**src/rtl/vga_timing_pkg.sv**
```systemverilog
// Shared VGA 640x480 timing constants and the lock-state type used by the
// sync decoder (and by the matching generator).
package vga_timing_pkg;

    localparam int VGA_H_TOTAL = 800;
    localparam int VGA_V_TOTAL = 521;
    localparam int VGA_H_PULSE = 96;
    localparam int VGA_V_PULSE = 2;
    localparam int VGA_HBP     = 144;
    localparam int VGA_HFP     = 784;
    localparam int VGA_VBP     = 31;
    localparam int VGA_VFP     = 511;

    // Clocks without an h_sync fall before the decoder declares loss of sync.
    localparam int VGA_WD_LIMIT = 1024;

    typedef enum logic [1:0] {
        ST_UNLOCKED = 2'd0,
        ST_ACQUIRE  = 2'd1,
        ST_LOCKED   = 2'd2
    } lock_state_t;

endpackage

```
**src/rtl/sync_edge_detect.sv**
```systemverilog
// Registers one sync input (S1) and flags its falling and rising edges by
// comparing S1 with its previous value. Both stages idle high.
module sync_edge_detect (
    input  logic i_clk,
    input  logic i_rst,
    input  logic i_d,
    output logic o_fall,
    output logic o_rise
);

    logic r_s1;
    logic r_prev;

    // S1 capture and one cycle of history
    always_ff @(posedge i_clk or posedge i_rst) begin
        if (i_rst) begin
            r_s1   <= 1'b1;
            r_prev <= 1'b1;
        end else begin
            r_s1   <= i_d;
            r_prev <= r_s1;
        end
    end

    assign o_fall = r_prev & ~r_s1;
    assign o_rise = ~r_prev & r_s1;

endmodule

```
**src/rtl/vga_sync_decoder.sv**
```systemverilog
// Recovers pixel coordinates and colour from a VGA sync/RGB stream, tracks
// lock, counts frames, sums each frame's pixels and captures a probe pixel.
module vga_sync_decoder
    import vga_timing_pkg::*;
#(
    parameter int H_TOTAL = VGA_H_TOTAL,
    parameter int V_TOTAL = VGA_V_TOTAL,
    parameter int H_PULSE = VGA_H_PULSE,
    parameter int V_PULSE = VGA_V_PULSE,
    parameter int HBP     = VGA_HBP,
    parameter int HFP     = VGA_HFP,
    parameter int VBP     = VGA_VBP,
    parameter int VFP     = VGA_VFP
) (
    input  logic        vga_clk,
    input  logic        rst,
    input  logic        h_sync,
    input  logic        v_sync,
    input  logic [3:0]  v_red,
    input  logic [3:0]  v_green,
    input  logic [3:0]  v_blue,
    input  logic [9:0]  probe_x,
    input  logic [8:0]  probe_y,
    input  logic        err_clr,
    output logic [9:0]  pixel_x,
    output logic [8:0]  pixel_y,
    output logic        pixel_valid,
    output logic [11:0] pixel_rgb,
    output logic        frame_start,
    output logic        locked,
    output logic [7:0]  frame_cnt,
    output logic [15:0] frame_sum,
    output logic [11:0] probe_rgb,
    output logic        err_hline,
    output logic        err_hpulse,
    output logic        err_vframe,
    output logic        err_nosync
);

    logic        w_hfall, w_hrise, w_vfall, w_vrise;
    logic [11:0] r_rgb_s1, r_rgb_s2;
    logic [9:0]  r_hpos, r_vpos, r_wd;
    logic [9:0]  w_vpos_nxt;
    logic        r_vpend, r_hfirst, r_vfirst, r_frame_err;
    logic        w_vload, w_valid, w_wd_fire, w_to_unl;
    logic        w_hline_set, w_hpulse_set, w_vframe_set, w_err_evt;
    lock_state_t r_state, w_state_nxt;

    sync_edge_detect u_hs (.i_clk(vga_clk), .i_rst(rst), .i_d(h_sync), .o_fall(w_hfall), .o_rise(w_hrise));
    sync_edge_detect u_vs (.i_clk(vga_clk), .i_rst(rst), .i_d(v_sync), .o_fall(w_vfall), .o_rise(w_vrise));

    // A v_sync fall (pending or simultaneous) is consumed by the next h_sync fall.
    assign w_vload    = w_hfall & (r_vpend | w_vfall);
    assign w_vpos_nxt = w_vload ? 10'd0 :
                        (w_hfall && r_vpos != 10'h3FF) ? r_vpos + 10'd1 : r_vpos;

    // Edges are seen one clock before the position counter advances, so the
    // length checks use the count including the current clock.
    assign w_hline_set  = w_hfall & ~r_hfirst & (int'(r_hpos) + 1 != H_TOTAL);
    assign w_hpulse_set = w_hrise & ~r_hfirst & (int'(r_hpos) + 1 != H_PULSE);
    assign w_vframe_set = ~r_vfirst & ((w_vfall & (int'(r_vpos) + 1 != V_TOTAL)) |
                                       (w_vrise & (int'(w_vpos_nxt) != V_PULSE)));
    assign w_wd_fire    = (int'(r_wd) == VGA_WD_LIMIT - 1) & ~w_hfall;
    assign w_err_evt    = w_hline_set | w_hpulse_set | w_vframe_set | w_wd_fire;
    assign w_to_unl     = w_wd_fire | ((w_state_nxt == ST_UNLOCKED) && (r_state != ST_UNLOCKED));

    assign w_valid = (int'(r_hpos) >= HBP) && (int'(r_hpos) < HFP) &&
                     (int'(r_vpos) >= VBP) && (int'(r_vpos) < VFP);
    assign locked  = (r_state == ST_LOCKED);

    // Lock FSM next-state; the watchdog overrides everything
    always_comb begin
        w_state_nxt = r_state;
        case (r_state)
            ST_UNLOCKED: if (w_vfall) w_state_nxt = ST_ACQUIRE;
            ST_ACQUIRE:  if (w_vfall && !r_frame_err && !w_err_evt) w_state_nxt = ST_LOCKED;
            ST_LOCKED:   if (w_err_evt) w_state_nxt = ST_UNLOCKED;
            default:     w_state_nxt = ST_UNLOCKED;
        endcase
        if (w_wd_fire) w_state_nxt = ST_UNLOCKED;
    end

    // Lock state, per-frame error memory and post-unlock check exemptions
    always_ff @(posedge vga_clk or posedge rst) begin
        if (rst) begin
            r_state     <= ST_UNLOCKED;
            r_frame_err <= 1'b0;
            r_hfirst    <= 1'b1;
            r_vfirst    <= 1'b1;
        end else begin
            r_state     <= w_state_nxt;
            r_frame_err <= w_vfall ? 1'b0 : (r_frame_err | w_err_evt);
            if (w_to_unl)     r_hfirst <= 1'b1;
            else if (w_hfall) r_hfirst <= 1'b0;
            if (w_to_unl)     r_vfirst <= 1'b1;
            else if (w_vfall) r_vfirst <= 1'b0;
        end
    end

    // S1/S2 colour pipeline, position counters and watchdog
    always_ff @(posedge vga_clk or posedge rst) begin
        if (rst) begin
            r_rgb_s1 <= '0;
            r_rgb_s2 <= '0;
            r_hpos   <= '0;
            r_vpos   <= '0;
            r_vpend  <= 1'b0;
            r_wd     <= '0;
        end else begin
            r_rgb_s1 <= {v_red, v_green, v_blue};
            r_rgb_s2 <= r_rgb_s1;
            if (w_hfall)                r_hpos <= '0;
            else if (r_hpos != 10'h3FF) r_hpos <= r_hpos + 10'd1;
            r_vpos   <= w_vpos_nxt;
            if (w_hfall)      r_vpend <= 1'b0;
            else if (w_vfall) r_vpend <= 1'b1;
            r_wd     <= (w_hfall || w_wd_fire) ? 10'd0 : r_wd + 10'd1;
        end
    end

    // Registered pixel outputs plus frame pulse and frame counter
    always_ff @(posedge vga_clk or posedge rst) begin
        if (rst) begin
            pixel_valid <= 1'b0;
            pixel_x     <= '0;
            pixel_y     <= '0;
            pixel_rgb   <= '0;
            frame_start <= 1'b0;
            frame_cnt   <= '0;
        end else begin
            pixel_valid <= w_valid;
            pixel_x     <= w_valid ? 10'(int'(r_hpos) - HBP) : 10'd0;
            pixel_y     <= w_valid ? 9'(int'(r_vpos) - VBP) : 9'd0;
            pixel_rgb   <= w_valid ? r_rgb_s2 : 12'd0;
            frame_start <= w_vload;
            frame_cnt   <= frame_cnt + {7'd0, w_vload};
        end
    end

    logic [15:0] r_acc;

    // Per-frame pixel sum and probe capture, fed from the registered pixel
    always_ff @(posedge vga_clk or posedge rst) begin
        if (rst) begin
            r_acc     <= '0;
            frame_sum <= '0;
            probe_rgb <= '0;
        end else begin
            if (frame_start) begin
                frame_sum <= r_acc;
                r_acc     <= pixel_valid ? {4'd0, pixel_rgb} : 16'd0;
            end else if (pixel_valid) begin
                r_acc     <= r_acc + {4'd0, pixel_rgb};
            end
            if (pixel_valid && pixel_x == probe_x && pixel_y == probe_y)
                probe_rgb <= pixel_rgb;
        end
    end

    // Sticky error flags; a set in the same cycle wins over err_clr
    always_ff @(posedge vga_clk or posedge rst) begin
        if (rst) begin
            err_hline  <= 1'b0;
            err_hpulse <= 1'b0;
            err_vframe <= 1'b0;
            err_nosync <= 1'b0;
        end else begin
            err_hline  <= w_hline_set  | (err_hline  & ~err_clr);
            err_hpulse <= w_hpulse_set | (err_hpulse & ~err_clr);
            err_vframe <= w_vframe_set | (err_vframe & ~err_clr);
            err_nosync <= w_wd_fire    | (err_nosync & ~err_clr);
        end
    end

endmodule

```
**config.mk**
```make
export PLATFORM = sky130hd
export DESIGN_NAME = vga_sync_decoder
export DESIGN_NICKNAME = d
export VERILOG_FILES = /design/src/rtl/vga_timing_pkg.sv /design/src/rtl/sync_edge_detect.sv /design/src/rtl/vga_sync_decoder.sv
export SDC_FILE = /design/constraint.sdc
export NUM_CORES = 1
export LEC_CHECK = 0
export ABC_AREA = 1
export ABC_CLOCK_PERIOD_IN_PS = 11400
export CAP_MARGIN = 20
export CORE_ASPECT_RATIO = 2
export CORE_MARGIN = 4
export CORE_UTILIZATION = 55
export DETAILED_ROUTE_END_ITERATION = 6
export PLACE_DENSITY_LB_ADDON = 0.25
export SLEW_MARGIN = 0
export SYNTH_ARGS = -nofsm -noshare
export SYNTH_HDL_FRONTEND = slang
export SYNTH_SLANG_ARGS = --single-unit
```
**constraint.sdc**
```tcl
create_clock -name vga_clk -period 11.4 [get_ports vga_clk]
set_input_delay 1.71 -clock vga_clk [delete_from_list [all_inputs] [get_ports vga_clk]]
set_output_delay 1.71 -clock vga_clk [all_outputs]
set_load 0.005 [all_outputs]
```
==> metrics.md <==
| Metric | Value |
|---|---|
| Layout Skew | `7.845 ps` |
| Via count | `~5,700` |
| Top-count cell post-synth | `nand2_1` |
| Initial antenna violation count | `0` |
| Switch Pwr | `357.1 uW` |
| Final #Nets | `977` |
| Worst Hold Class | `flop to flop` |
| Placed Instance Area | `8344 um2` |
| Met2 Resource Use GR | `45.42%` |
| Pwr/cell area | `between 150 and 200 nW/um2` |
| Die width | `88.42 um` |
| Grt ovf | `0` |
| Leak pwr | `roughly 4.4 nW` |
| Unrepaired setup endpoints after global routing | `false` |
| Pin count of the biggest net entering global routing | `between 90 and 100` |
| Synthesized area per cell | `about 8.9 um2` |
| Share of cells above drive strength 1 | `8.700%` |
| Synth cell count leaders | `nand2_1 (159), dfrtp_1 (147), inv_1 (118)` |
| Die Ht | `168.8 um` |
| Synth top area cells | `dfrtp_1 (52%), nand2_1 (8.4%), inv_1 (6.2%), o21ai_0 (4.7%), nor2_1 (3.9%)` |
| Xor/xnor share of the synthesized area | `4.063%` |
| Sw Share | `25.89%` |
| ANT nets after route | `0` |
| Max-slew violation count | `0` |
| Max-cap viol count | `0` |
| GR Util met1 | `roughly a quarter` |
| TritonCTS Buffers | `17` |
| Fraction of registers with async set/reset | `100.0%` |
| Synthesized instance count | `803` |
| #FFs+latches synth | `153` |
| Peak supply drop | `115.8 uV` |
| Minimum clock period | `3674 ps` |
| Worst-Skew Late Latency | `420 ps` |
| Final GP Congestion | `0.9021` |
| Internal power | `1.022 mW` |
| Final Non-Filler Cells | `1,081` |
| Clock power share | `between 40% and 50%` |
| Compound-Gate Fraction of Synth Area | `9.057%` |
| Post-synth EDFFs | `0` |
| Rows | `58` |
| Post-CTS Setup Inserts | `0` |
| Num ports | `110` |
| Input/output buffers | `109` |
| Area leader, netlist | `dfrtp_1` |
| Total Neg Setup Slack | `0 ps` |
| Simple-gate share of the synthesized area | `21.09%` |
| Main combinational cell family by area after synthesis | `simple AND/OR/NAND/NOR gates` |
| Syn Nets | `between 800 and 900` |
| Final Setup Violations | `0` |
| Adder-Cell Fraction of Synth Area | `4.151%` |
| Logic pwr share | `between 10% and 20%` |
| Critical Path Sink Type | `flop` |
| Final hold violation count | `0` |
| Result of the run | `finished clean` |
| TritonRoute pass-1 iters | `5` |
| Synth cell types | `42` |
| Die footprint | `~15,000 um2` |
| Drt drc | `0` |
| Startpoint Class | `input pin` |
| Worst path cell trace | `clkdlybuf4s50_1, xnor2_1, nand3_1, nor4_1, nand3_1, o21ai_0` |
| Total track usage | `24.49%` |
| HPWL Detailed | `between 10,000 and 15,000 um` |
| Fin crit share | `about a third` |
| Top cell type's share of synthesized area | `51.71%` |
| Critical Path Slowest Stage Cell | `nand3_1` |
| WS Path Type | `input pin to flop` |
| Area grow syn2layout | `26.24%` |
| Seq/Total Area, Yosys | `53.92%` |
| Inst Count DP | `1,049` |
| Max FO, Critical Path | `24` |
| GR peak layer | `met2` |
| CP required | `11,710 ps` |
| Max frequency | `0.2722 GHz` |
| Antenna cells | `0` |
| Clock slew at reported path FFs | `60 ps` |
| Slew at the pin closest to its max-slew limit | `780.1 ps` |
| Vias in the first global route | `6,001` |
| Fill count | `961` |
| CTS H-tree lvls | `4` |
| Critical path's most frequent cell | `nand3_1` |
| Clock Root Buffer | `clkbuf_16` |
| Final instance area | `8981 um2` |
| Flop pwr share | `approximately 44%` |
| # clock sinks | `153` |
| Bufs on Longest Clock Path | `2` |
| Crit-path max cell delay | `630 ps` |
| Yosys Warn Count | `0` |
| Synth Flop Type | `dfrtp_1` |
| Post-cts resize count | `0` |
| Global-route wire length before repair | `28,080 um` |
| Hold Buf Count CTS | `0` |
| Met3 GRT Util | `under 10%` |
| Synthesized cell area | `~7100 um2` |
| Via/cell ratio | `5.276` |
| Arr. time, crit path | `3980 ps` |
| Routed WL | `17,190 um` |
| CTS tree | `yes` |
| Rel. slew slack | `47.85%` |
| Initial Util | `56.34%` |
| 1st-iter DRT viols | `326` |
| Core area | `12,630 um2` |
| Post-synthesis mux area share | `0%` |
| Drt wl/cell | `between 15 and 20 um` |
-- per-stage QoR --
step | setup slack [ps] | util (%) | total power [mW] | hold slack [ps]
2_1_floorplan | 5578 | - | 0.7158 | 331.2
3_3_place_gp | 7446 | 66.08 | 0.7785 | 333.1
3_5_place_dp | 7350 | 66.08 | 0.7839 | 334.7
4_1_cts | 7751 | 71.13 | 1.391 | 346.3
5_1_grt | 7593 | 71.13 | 1.436 | 351.4
6_report | 7727 | 71.13 | 1.380 | 345.1
-- power by group through the flow --
| stage | clock network [mW] | registers, mW | logic (mW) |
|---|---|---|---|
| 2_1_floorplan | 0 | 0.614 | 0.101 |
| 3_3_place_gp | 0 | 0.621 | 0.158 |
| 3_5_place_dp | 0 | 0.622 | 0.162 |
| 4_1_cts | 0.614 | 0.613 | 0.164 |
| 5_1_grt | 0.637 | 0.618 | 0.182 |
| 6_report | 0.604 | 0.613 | 0.162 |
-- final timing paths --
check | start | endpoint | slack [ps] | depth (start not counted)
hold / removal | r_rgb_s1[10] | r_rgb_s2[10] | 350 | 0
setup reg to reg | u_hs.r_prev | r_vfirst | 8930 | 16
hold reg to reg | r_rgb_s1[10] | r_rgb_s2[10] | 350 | 0
setup / recovery | probe_y[8] | probe_rgb[11] | 7730 | 6
min in group asynchronous | rst | r_acc[14] | 1800 | 2
max in group asynchronous | rst | r_vpos[2] | 8320 | 3
-- registers in the layout, summed over array words and instances, names as in the netlist, 2 cells and up --
register / cells
frame_cnt: 8
frame_sum: 16
pixel_rgb: 12
pixel_x: 10
pixel_y: 9
probe_rgb: 12
r_acc: 16
r_hpos: 10
r_rgb_s1: 12
r_rgb_s2: 12
r_state: 2
r_vpos: 10
r_wd: 10
-- placed cells by master, fill, tap and decap left out, types with 7 or more instances in the layout --
master             n
a21oi_1           32
clkbuf_16         17
clkdlybuf4s50_1  109
dfrtp_1          147
ha_1              22
inv_1            117
nand2_1          159
nand3_1           37
nand4_1           11
nor2_1            74
nor2_2            15
nor3_1             8
o21ai_0           67
o22ai_1            7
xnor2_1           10
xor2_1            23
-- cell type report --
type                    count  area, um2  area share (%)
flip-flops and latches    153       3836           42.71
well taps                 150      187.7           2.090
multi-input cells         509       2729           30.38
clock buffers              20      446.7           4.974
inverters                 124      470.5           5.238
repair buffers            113       1121           12.48
clock inverters            12      190.2           2.118
-- per-layer routing --
layer | up-vias | routed length, um
met3 | 39 | 777
li1 | 2780 | -
met5 | - | 0
met2 | 168 | 9691
met4 | 0 | 625
met1 | 2716 | 6096
-- cell families (layout without fill, tap and decap cells) --
logic type | after synthesis | in the layout
flops | 153 | 153
simple gates | 332 | 332
fa+ha+maj | 23 | 23
buf+inv | 141 | 269
compound gates | 121 | 121
xor+xnor | 33 | 33
-- worst max-delay path: cells and delay by family --
family	cells	cell delay, ps
AOI/OAI and AO/OA	1	430
xor gates and xnor gates	1	280
buffers and inverters	1	420
and+or+nand+nor	3	1140
Power figures use the tool's default switching activity.
